File: src/rtl/demux_8_reg.sv
// rtl/demux_8_reg.sv - registered 1-to-8 word distributor with direct and burst lane steering
// Optional sticky overflow flag behind DEMUX8_OVERFLOW_ERR_EN (adds overflow_err / err_clr).
module demux_8_reg #(
  parameter int WIDTH     = 32,
  parameter int MAX_BURST = 8
) (
  input  logic             clk,
  input  logic             rst_n,
  input  logic [WIDTH-1:0] in_data,
  input  logic [2:0]       in_select,
  input  logic             in_valid,
  output logic             in_ready,
  input  logic             burst_start,
  input  logic [3:0]       burst_len,
  output logic             burst_busy,
  output logic [WIDTH-1:0] out_a,
  output logic [WIDTH-1:0] out_b,
  output logic [WIDTH-1:0] out_c,
  output logic [WIDTH-1:0] out_d,
  output logic [WIDTH-1:0] out_e,
  output logic [WIDTH-1:0] out_f,
  output logic [WIDTH-1:0] out_g,
  output logic [WIDTH-1:0] out_h,
  output logic [7:0]       out_valid,
  input  logic [7:0]       out_ack
`ifdef DEMUX8_OVERFLOW_ERR_EN
  ,
  output logic             overflow_err,
  input  logic             err_clr
`endif
);

  typedef enum logic {
    IDLE  = 1'b0,
    BURST = 1'b1
  } state_t;

  localparam logic [3:0] MAX_LEN = 4'(MAX_BURST);

  state_t           state;
  state_t           state_n;
  logic [2:0]       ptr;
  logic [2:0]       ptr_n;
  logic [3:0]       cnt;
  logic [3:0]       cnt_n;
  logic [7:0]       valid_q;
  logic [7:0]       valid_n;
  logic [WIDTH-1:0] lane [8];

  logic [2:0]       tgt;
  logic [7:0]       tgt_onehot;
  logic             start_acc;
  logic             xfer;
  logic [3:0]       len_clamped;

  // Ready looks at the ack of the target lane in the same cycle, so a full lane
  // being drained can accept a new word without a bubble.
  always_comb begin
    tgt         = (state == BURST) ? ptr : in_select;
    tgt_onehot  = 8'b1 << tgt;
    start_acc   = (state == IDLE) && burst_start && (burst_len != 4'd0);
    in_ready    = ~start_acc & (~valid_q[tgt] | out_ack[tgt]);
    xfer        = in_valid & in_ready;
    len_clamped = (burst_len > MAX_LEN) ? MAX_LEN : burst_len;
  end

  always_comb begin
    state_n = state;
    ptr_n   = ptr;
    cnt_n   = cnt;
    case (state)
      IDLE: begin
        if (start_acc) begin
          state_n = BURST;
          ptr_n   = in_select;
          cnt_n   = len_clamped;
        end
      end
      BURST: begin
        if (xfer) begin
          ptr_n = ptr + 3'd1;
          cnt_n = cnt - 4'd1;
          if (cnt == 4'd1) begin
            state_n = IDLE;
          end
        end
      end
      default: state_n = IDLE;
    endcase
  end

  // A write to a lane wins over its own ack in the same cycle.
  always_comb begin
    valid_n = (valid_q & ~out_ack) | (xfer ? tgt_onehot : 8'h00);
  end

  always_ff @(posedge clk or negedge rst_n) begin
    if (!rst_n) begin
      state   <= IDLE;
      ptr     <= 3'd0;
      cnt     <= 4'd0;
      valid_q <= 8'h00;
    end else begin
      state   <= state_n;
      ptr     <= ptr_n;
      cnt     <= cnt_n;
      valid_q <= valid_n;
    end
  end

  always_ff @(posedge clk or negedge rst_n) begin
    if (!rst_n) begin
      for (int i = 0; i < 8; i++) begin
        lane[i] <= '0;
      end
    end else begin
      for (int i = 0; i < 8; i++) begin
        if (xfer && tgt_onehot[i]) begin
          lane[i] <= in_data;
        end
      end
    end
  end

`ifdef DEMUX8_OVERFLOW_ERR_EN
  always_ff @(posedge clk or negedge rst_n) begin
    if (!rst_n) begin
      overflow_err <= 1'b0;
    end else if (in_valid && !in_ready && !start_acc) begin
      overflow_err <= 1'b1;
    end else if (err_clr) begin
      overflow_err <= 1'b0;
    end
  end
`endif

  assign burst_busy = (state == BURST);
  assign out_valid  = valid_q;
  assign out_a      = lane[0];
  assign out_b      = lane[1];
  assign out_c      = lane[2];
  assign out_d      = lane[3];
  assign out_e      = lane[4];
  assign out_f      = lane[5];
  assign out_g      = lane[6];
  assign out_h      = lane[7];

endmodule

File: config.mk
export PLATFORM = sky130hd
export DESIGN_NAME = demux_8_reg
export DESIGN_NICKNAME = d
export VERILOG_FILES = /design/src/rtl/demux_8_reg.sv
export SDC_FILE = /design/constraint.sdc
export NUM_CORES = 1
export LEC_CHECK = 0
export ABC_AREA = 1
export CAP_MARGIN = 10
export CORE_MARGIN = 4
export CORE_UTILIZATION = 42
export DETAILED_ROUTE_END_ITERATION = 12
export GPL_TIMING_DRIVEN = 0
export PLACE_DENSITY = 0.72
export RECOVER_POWER = 50
export SYNTH_ARGS = -nofsm -noshare
export SYNTH_HDL_FRONTEND = slang
export SYNTH_SLANG_ARGS = --single-unit
export TNS_END_PERCENT = 20
File: constraint.sdc
create_clock -name clk -period 2.8 [get_ports clk]
set_clock_uncertainty 0.2 [all_clocks]
set_input_delay 0.56 -clock clk [delete_from_list [all_inputs] [get_ports clk]]
set_output_delay 0.56 -clock clk [all_outputs]
set_load 0.005 [all_outputs]
=== Yosys cells after proc, flatten, opt, wreduce, memory -nomap -nowiden ===
Index checks and enable logic that the tools add are counted.

* Bits in registers: 272
* Latch bits: 0
* RAM bits: 0
* Bits in read-only memories: 0
* Input port bits: 51
* Output and inout port bits: 266
* Logic and storage cells: 58
* Memories: 0

* Add/subtract/negate cells: 2
* $mul: 0
* Divide/modulo/power cells: 0
* Magnitude comparators: 2
* Equality and inequality tests: 3
* Shift operators: 1
* Muxes and demuxes: 17
* Bitwise operators: 9
* Reductions and logical operators: 12

{| class="wikitable"
|+ Operators with widths
! kind !! count
|-
| $mux 4 || 3
|-
| $logic_and 1x1->1 || 10
|-
| $mux 3 || 3
|-
| $and 8x8->8 || 1
|-
| $mux 8 || 1
|-
| $not 8->8 || 1
|-
| $or 8x8->8 || 1
|-
| $pmux 4 s2 || 1
|-
| $shl 1x3->8 const A || 1
|-
| $bmux 1 s3 || 2
|-
| $pmux 3 s2 || 1
|-
| $mux 1 || 5
|-
| $eq 4x1->1 const B || 1
|-
| $gt 4x4->1 const B || 1
|-
| $lt 3x4->1 const B || 1
|-
| $reduce_bool 4->1 || 1
|-
| $sub 4x1->4 const B || 1
|-
| $add 3x1->3 const B || 1
|-
| $not 1->1 || 3
|-
| $and 1x1->1 || 2
|-
| $ne 2x1->1 const B || 1
|-
| $ne 2x2->1 const B || 1
|-
| $pmux 1 s2 || 1
|-
| $reduce_and 2->1 || 1
|-
| $or 1x1->1 || 1
|}

=== Logic depth before layout (Yosys ltp) ===
Gate-level depths: netlist of the first run.

* Depth in word-level cells: 9
* Depth in mapped cells: 15
* Gate-level depth less buffers: 14

=== Least setup slack after synthesis of the first run ===
Ideal clock, no wire load.

* Path kind: input to register
* Start: input port burst_len[0]
* End: register lane (netlist bit out_d[22])
* Arrival: 1912 ps
* Required time: 2479 ps
* Path slack: 568 ps
* Cell stages on the path: 9
* Path buffers: 3
* Cells stage by stage: nor3_1 > nand2_1 > nand3_1 > clkbuf_1 > nand4_4 > buf_2 > buf_4 > o21ai_1 > nand2_1

* Longest elaborated chain between the ends: 6

{| class="wikitable"
|+ Ends and longest elaborated chain
! what !! RTL line !! RTL
|-
| start, declared || 14 || <nowiki>input logic [3:0] burst_len,</nowiki>
|-
| $reduce_bool 4->1 || 61 || <nowiki>start_acc = (state == IDLE) && burst_start && (burst_len != 4'd0);</nowiki>
|-
| $logic_and 1x1->1 || 61 ||
|-
| $not 1->1 || 62 || <nowiki>in_ready = ~start_acc & (~valid_q[tgt] | out_ack[tgt]);</nowiki>
|-
| $and 1x1->1 || 62 ||
|-
| $and 1x1->1 || 63 || <nowiki>xfer = in_valid & in_ready;</nowiki>
|-
| $logic_and 1x1->1 || 118 || <nowiki>if (xfer && tgt_onehot[i]) begin</nowiki>
|-
| end signal, assigned by index || 119 || <nowiki>lane[i] <= in_data;</nowiki>
|-
| end, declared || 48 || <nowiki>logic [WIDTH-1:0] lane [8];</nowiki>
|}

No other way between the ends.
A chain may end at the register's enable or synchronous reset.

=== Worst setup path in the final report of the first run ===
* Start: register state, in the netlist burst_busy
* End: output port in_ready

* Longest elaborated chain between the ends: 6
* Elaborated cells on any way between the ends: 12
* Those cells by class: mux: 5; bitwise: 5; reduce/logical: 2

{| class="wikitable"
|+ Ends and longest elaborated chain
! what !! RTL line !! RTL
|-
| start, declared || 40 || <nowiki>state_t state;</nowiki>
|-
| start signal, assigned || 104 || <nowiki>state <= state_n;</nowiki>
|-
| $mux 3 || 59 || <nowiki>tgt = (state == BURST) ? ptr : in_select;</nowiki>
|-
| $bmux 1 s3 || 62 ||
|-
| $mux 1 (implied by the code) || 62 ||
|-
| $not 1->1 || 62 ||
|-
| $or 1x1->1 || 62 ||
|-
| $and 1x1->1 * || 62 ||
|-
| end, declared || 12 || <nowiki>output logic in_ready,</nowiki>
|}

Mark *: on every way between the ends. The rest lies on a longest branch, timed or not. The select of a mux whose other input is x is not followed.

==> results of run 1 <==
-- worst register-to-register path: stages (launching register included) --
cell	delay, ns
dfrtp_2	0.45
buf_6	0.15
buf_4	0.14
a21oi_4	0.15
nand2_1	0.07
inv_1	0.06
nand3_2	0.08
nor2_4	0.14
nor2_4	0.06
buf_4	0.16
nand3_2	0.10
buf_4	0.25
clkbuf_4	0.32
o21ai_0	0.13
-- area by class of cell --
cell class	instances	area, µm²
fillers	2226	9640
flip-flops and latches	272	6810
multi-input cells	767	3530
repair buffers	327	3290
clock buffers	42	845
plain buffers	70	420
well taps	330	413
inverters	56	213
clock inverters	9	100
-- synthesized netlist by cell type (all sizes together) --
library cell	n	area (µm²)
buf	50	337
nand4	2	27.5
xnor2	2	17.5
o21bai	1	7.51
nand3	27	155
dfrtp	272	6810
clkbuf	20	76.3
nand2	442	1690
nor3	1	5.00
o22ai	5	31.3
a21oi	2	21.3
nor2	19	96.3
and3	1	6.26
o21ai	262	1310
ha	3	37.5
inv	56	210
-- power breakdown --
| group | total (mW) | switching (mW) | internal [mW] |
|---|---|---|---|
| combinational | 7.83 | 4.16 | 3.67 |
| clock | 3.80 | 1.54 | 2.26 |
| sequential | 6.61 | 0.953 | 5.65 |
| total | 18.2 | 6.66 | 11.6 |
-- per-layer routing --
| layer | GRT usage (%) | vias to the layer above | wire length [µm] |
|---|---|---|---|
| met1 | 35.3 | 4672 | 15600 |
| li1 | - | 4473 | - |
| met4 | 5.29 | 0 | 794 |
| met3 | 6.47 | 48 | 3070 |
| met5 | 0 | - | 0 |
| met2 | 41.7 | 350 | 17500 |
-- kinds of logic after synthesis --
| kind of cell | Yosys count |
|---|---|
| flip-flops | 272 |
| buffers and inverters | 126 |
| AND/OR/NAND/NOR | 492 |
| XOR/XNOR | 2 |
| AO/OA/AOI/OAI | 270 |
| adder cells (fa/ha/maj) | 3 |
-- state kept, by name, summed over array words and instances (netlist names) --
register and count:
out_c 32, out_f 32, out_g 32, out_h 32
ptr 3, out_b 32, out_valid 8, cnt 4
out_a 32, out_e 32, burst_busy 1, out_d 32
-- what timing repair did --
action	CTS	global route
cloned	0	0
pin swaps	6	7
resized for setup	11	29
endpoints found under the setup margin	1	51
hold endpoints to repair	40	0
hold buffers	1	0
setup buffers	6	3
-- through the flow --
stage | total power, mW | TNS (ns) | cells | area, µm²
final | 18.2 | 0 | 1873 | 15600
after floorplan | 9.74 | 0 | 1165 | 10800
after CTS | 18.8 | 0 | 1870 | 15500
after global routing | 19.5 | -0.0101 | 1873 | 15600
after detailed placement | 14.8 | -81.91 | 1812 | 14500
after global placement | 14.6 | -2948.80 | 1810 | 14400
-- how the worst min path moves through the flow --
stage,start,end,slack (ns),depth (start not counted)
floorplan,rst_n,burst_busy,0.06,0
CTS,rst_n,out_h[14],0.28,2
finish,out_d[21],out_d[21],0.27,2
global route,out_c[19],out_c[19],0.29,2
detailed placement,rst_n,out_h[14],0.25,1
global placement,out_d[26],out_d[26],0.26,2
==> results by group, run 1 <==
Yosys
  • Adder-Cell Fraction of Synth Area: less than 1%
  • Syn Std Cell Area: 10800 µm²
  • Syn avg cell area: ~9.3 µm²
  • Yosys reg bits: approximately 270
  • Synth Area in XOR/XNOR: less than 1%
  • Yosys warnings: 0
  • Syn nets: 1219
  • Library cells used by synthesis: 29
  • Synthesized instance count: approximately 1200
  • Synth Area in Simple Gates: 18.2%
  • Seq/Total Area, Yosys: 62.8%
  • Largest family of logic cells by synthesized area: simple AND/OR/NAND/NOR gates
  • Mux share of post-synthesis cell area: 0%
  • Post-synthesis compound-gate area fraction: around an eighth

Power and ir drop
  • Worst vdd ir: just under 600 µV
  • Power Density: 1170 nW/µm²
  • Pleak: 7.78 nW

Die
  • Core Footprint: about 25000 µm²
  • Die Ht: 169 µm
  • Die area: approximately 28000 µm²
  • Die width: approximately 170 µm
  • Initial Util: 42.9%
  • Ports: about 320
  • Row count: 58

STA
  • Hold slack: 0.272 ns
  • Setup ws final: 0.0817 ns
  • Tightest Pin Transition: roughly 0.73 ns
  • Fin. max-slew vios: 0
  • Final setup violation count: 0
  • Slew margin rel.: between 50% and 60%
  • FMAX: 368 MHz
  • Fin crit period: roughly 2.7 ns
  • Tcrit/Tclk final: a little under 100%
  • Hold Fails Final Rpt: 0

CTS
  • CTS buffer count: 29
  • Max clock buf depth: 3
  • CTS tree: yes
  • Root Driver: clkbuf_16
  • H-tree depth: 1
  • Clock slew at reported path FFs: around 0.06 ns
  • Clock Latency Late Sink: approximately 0.53 ns
  • Clock tree sinks: between 200 and 300

Critical path
  • Setup slack, reg-to-reg: 0.21 ns
  • Critical Path RT: 2.04 ns
  • Bufs and invs on worst path: 3
  • Crit. End Element: primary output
  • Worst Setup SP: burst_busy
  • Kind of critical path: reg2out
  • Cell family with most CP delay: simple AND/OR/NAND/NOR gates
  • Worst-path fanout max: 4
  • Slowest library cell on the worst path: dfrtp_2
  • Worst reg2reg path depth: 13
  • CP Capture Point: in_ready
  • Worst R2R End: out_valid[5]
  • R2R Path Start: burst_busy
  • Startpoint types: register
  • Crit path DAT: between 1.5 and 2 ns
  • Top cell by count, worst path: nand2_1
  • CP peak stage delay: between 0.4 and 0.5 ns
  • Crit-path cells: inv_4, buf_6, nand2_2, nand2_4, nand2_1, nand2_1, nand2_1, nand3_2, nor2_4, nor2_4, buf_2
  • Logic depth of the worst path, buffers included: 11

Global routing
  • Initial antenna violation count: 0
  • First-pass GRT wire length: 57.2 mm
  • Vias in the first global route: roughly 9500
  • GRT Total Usage: between 20% and 30%
  • Largest net degree at the start of global routing: around 120
  • Total congestion overflow: 0

Layout
  • Most common cell after layout, fill and taps aside: nand2_1
  • Antenna fix cells: 0
  • Area Growth Syn to Fin: 44.1%
  • Final core utilization: roughly three fifths
  • Fin nets: approximately 1600
  • Layout cells sized above 1: a little under a tenth
  • Most frequent cells in the layout: 426 x nand2_1, 271 x dfrtp_1, 236 x dlygate4sd3_1, 141 x o21ai_0, 121 x o21ai_1

Detailed routing
  • Number of iterations in the first detailed-routing pass: 5
  • Antenna viol nets, final: 0
  • Via count: 9543
  • Final WL: 37.0 mm
  • Wirelength per Cell: between 15 and 20 µm
  • Avg Vias per Cell: a little over 5
  • DRC errors left: 0
  • Number of DRC markers in iteration 0: 791

Place
  • Half-perimeter wire length after placement: between 20 and 30 mm
  • # port buffers: roughly 320
  • Worst slack, placed: -0.534 ns
  • GPL Wtd Cong: between 0.8 and 0.9

Run
  • Max-cap violations: 0

Status
  • Status: finished, final reports clean

Hold path
  • Hold crit path type: reg2reg
(Power assumes the default switching activity.)
==> inputs of run 2 (changes only) <==
--- a/config.mk
+++ b/config.mk
@@ -6,6 +6,7 @@
 export NUM_CORES = 1
 export LEC_CHECK = 0
 export ABC_AREA = 1
+export ABC_CLOCK_PERIOD_IN_PS = 2800
 export CAP_MARGIN = 10
 export CORE_MARGIN = 4
 export CORE_UTILIZATION = 42
==> results of run 2 <==
Final layout, timing and power as in run 1 (identical DEF).
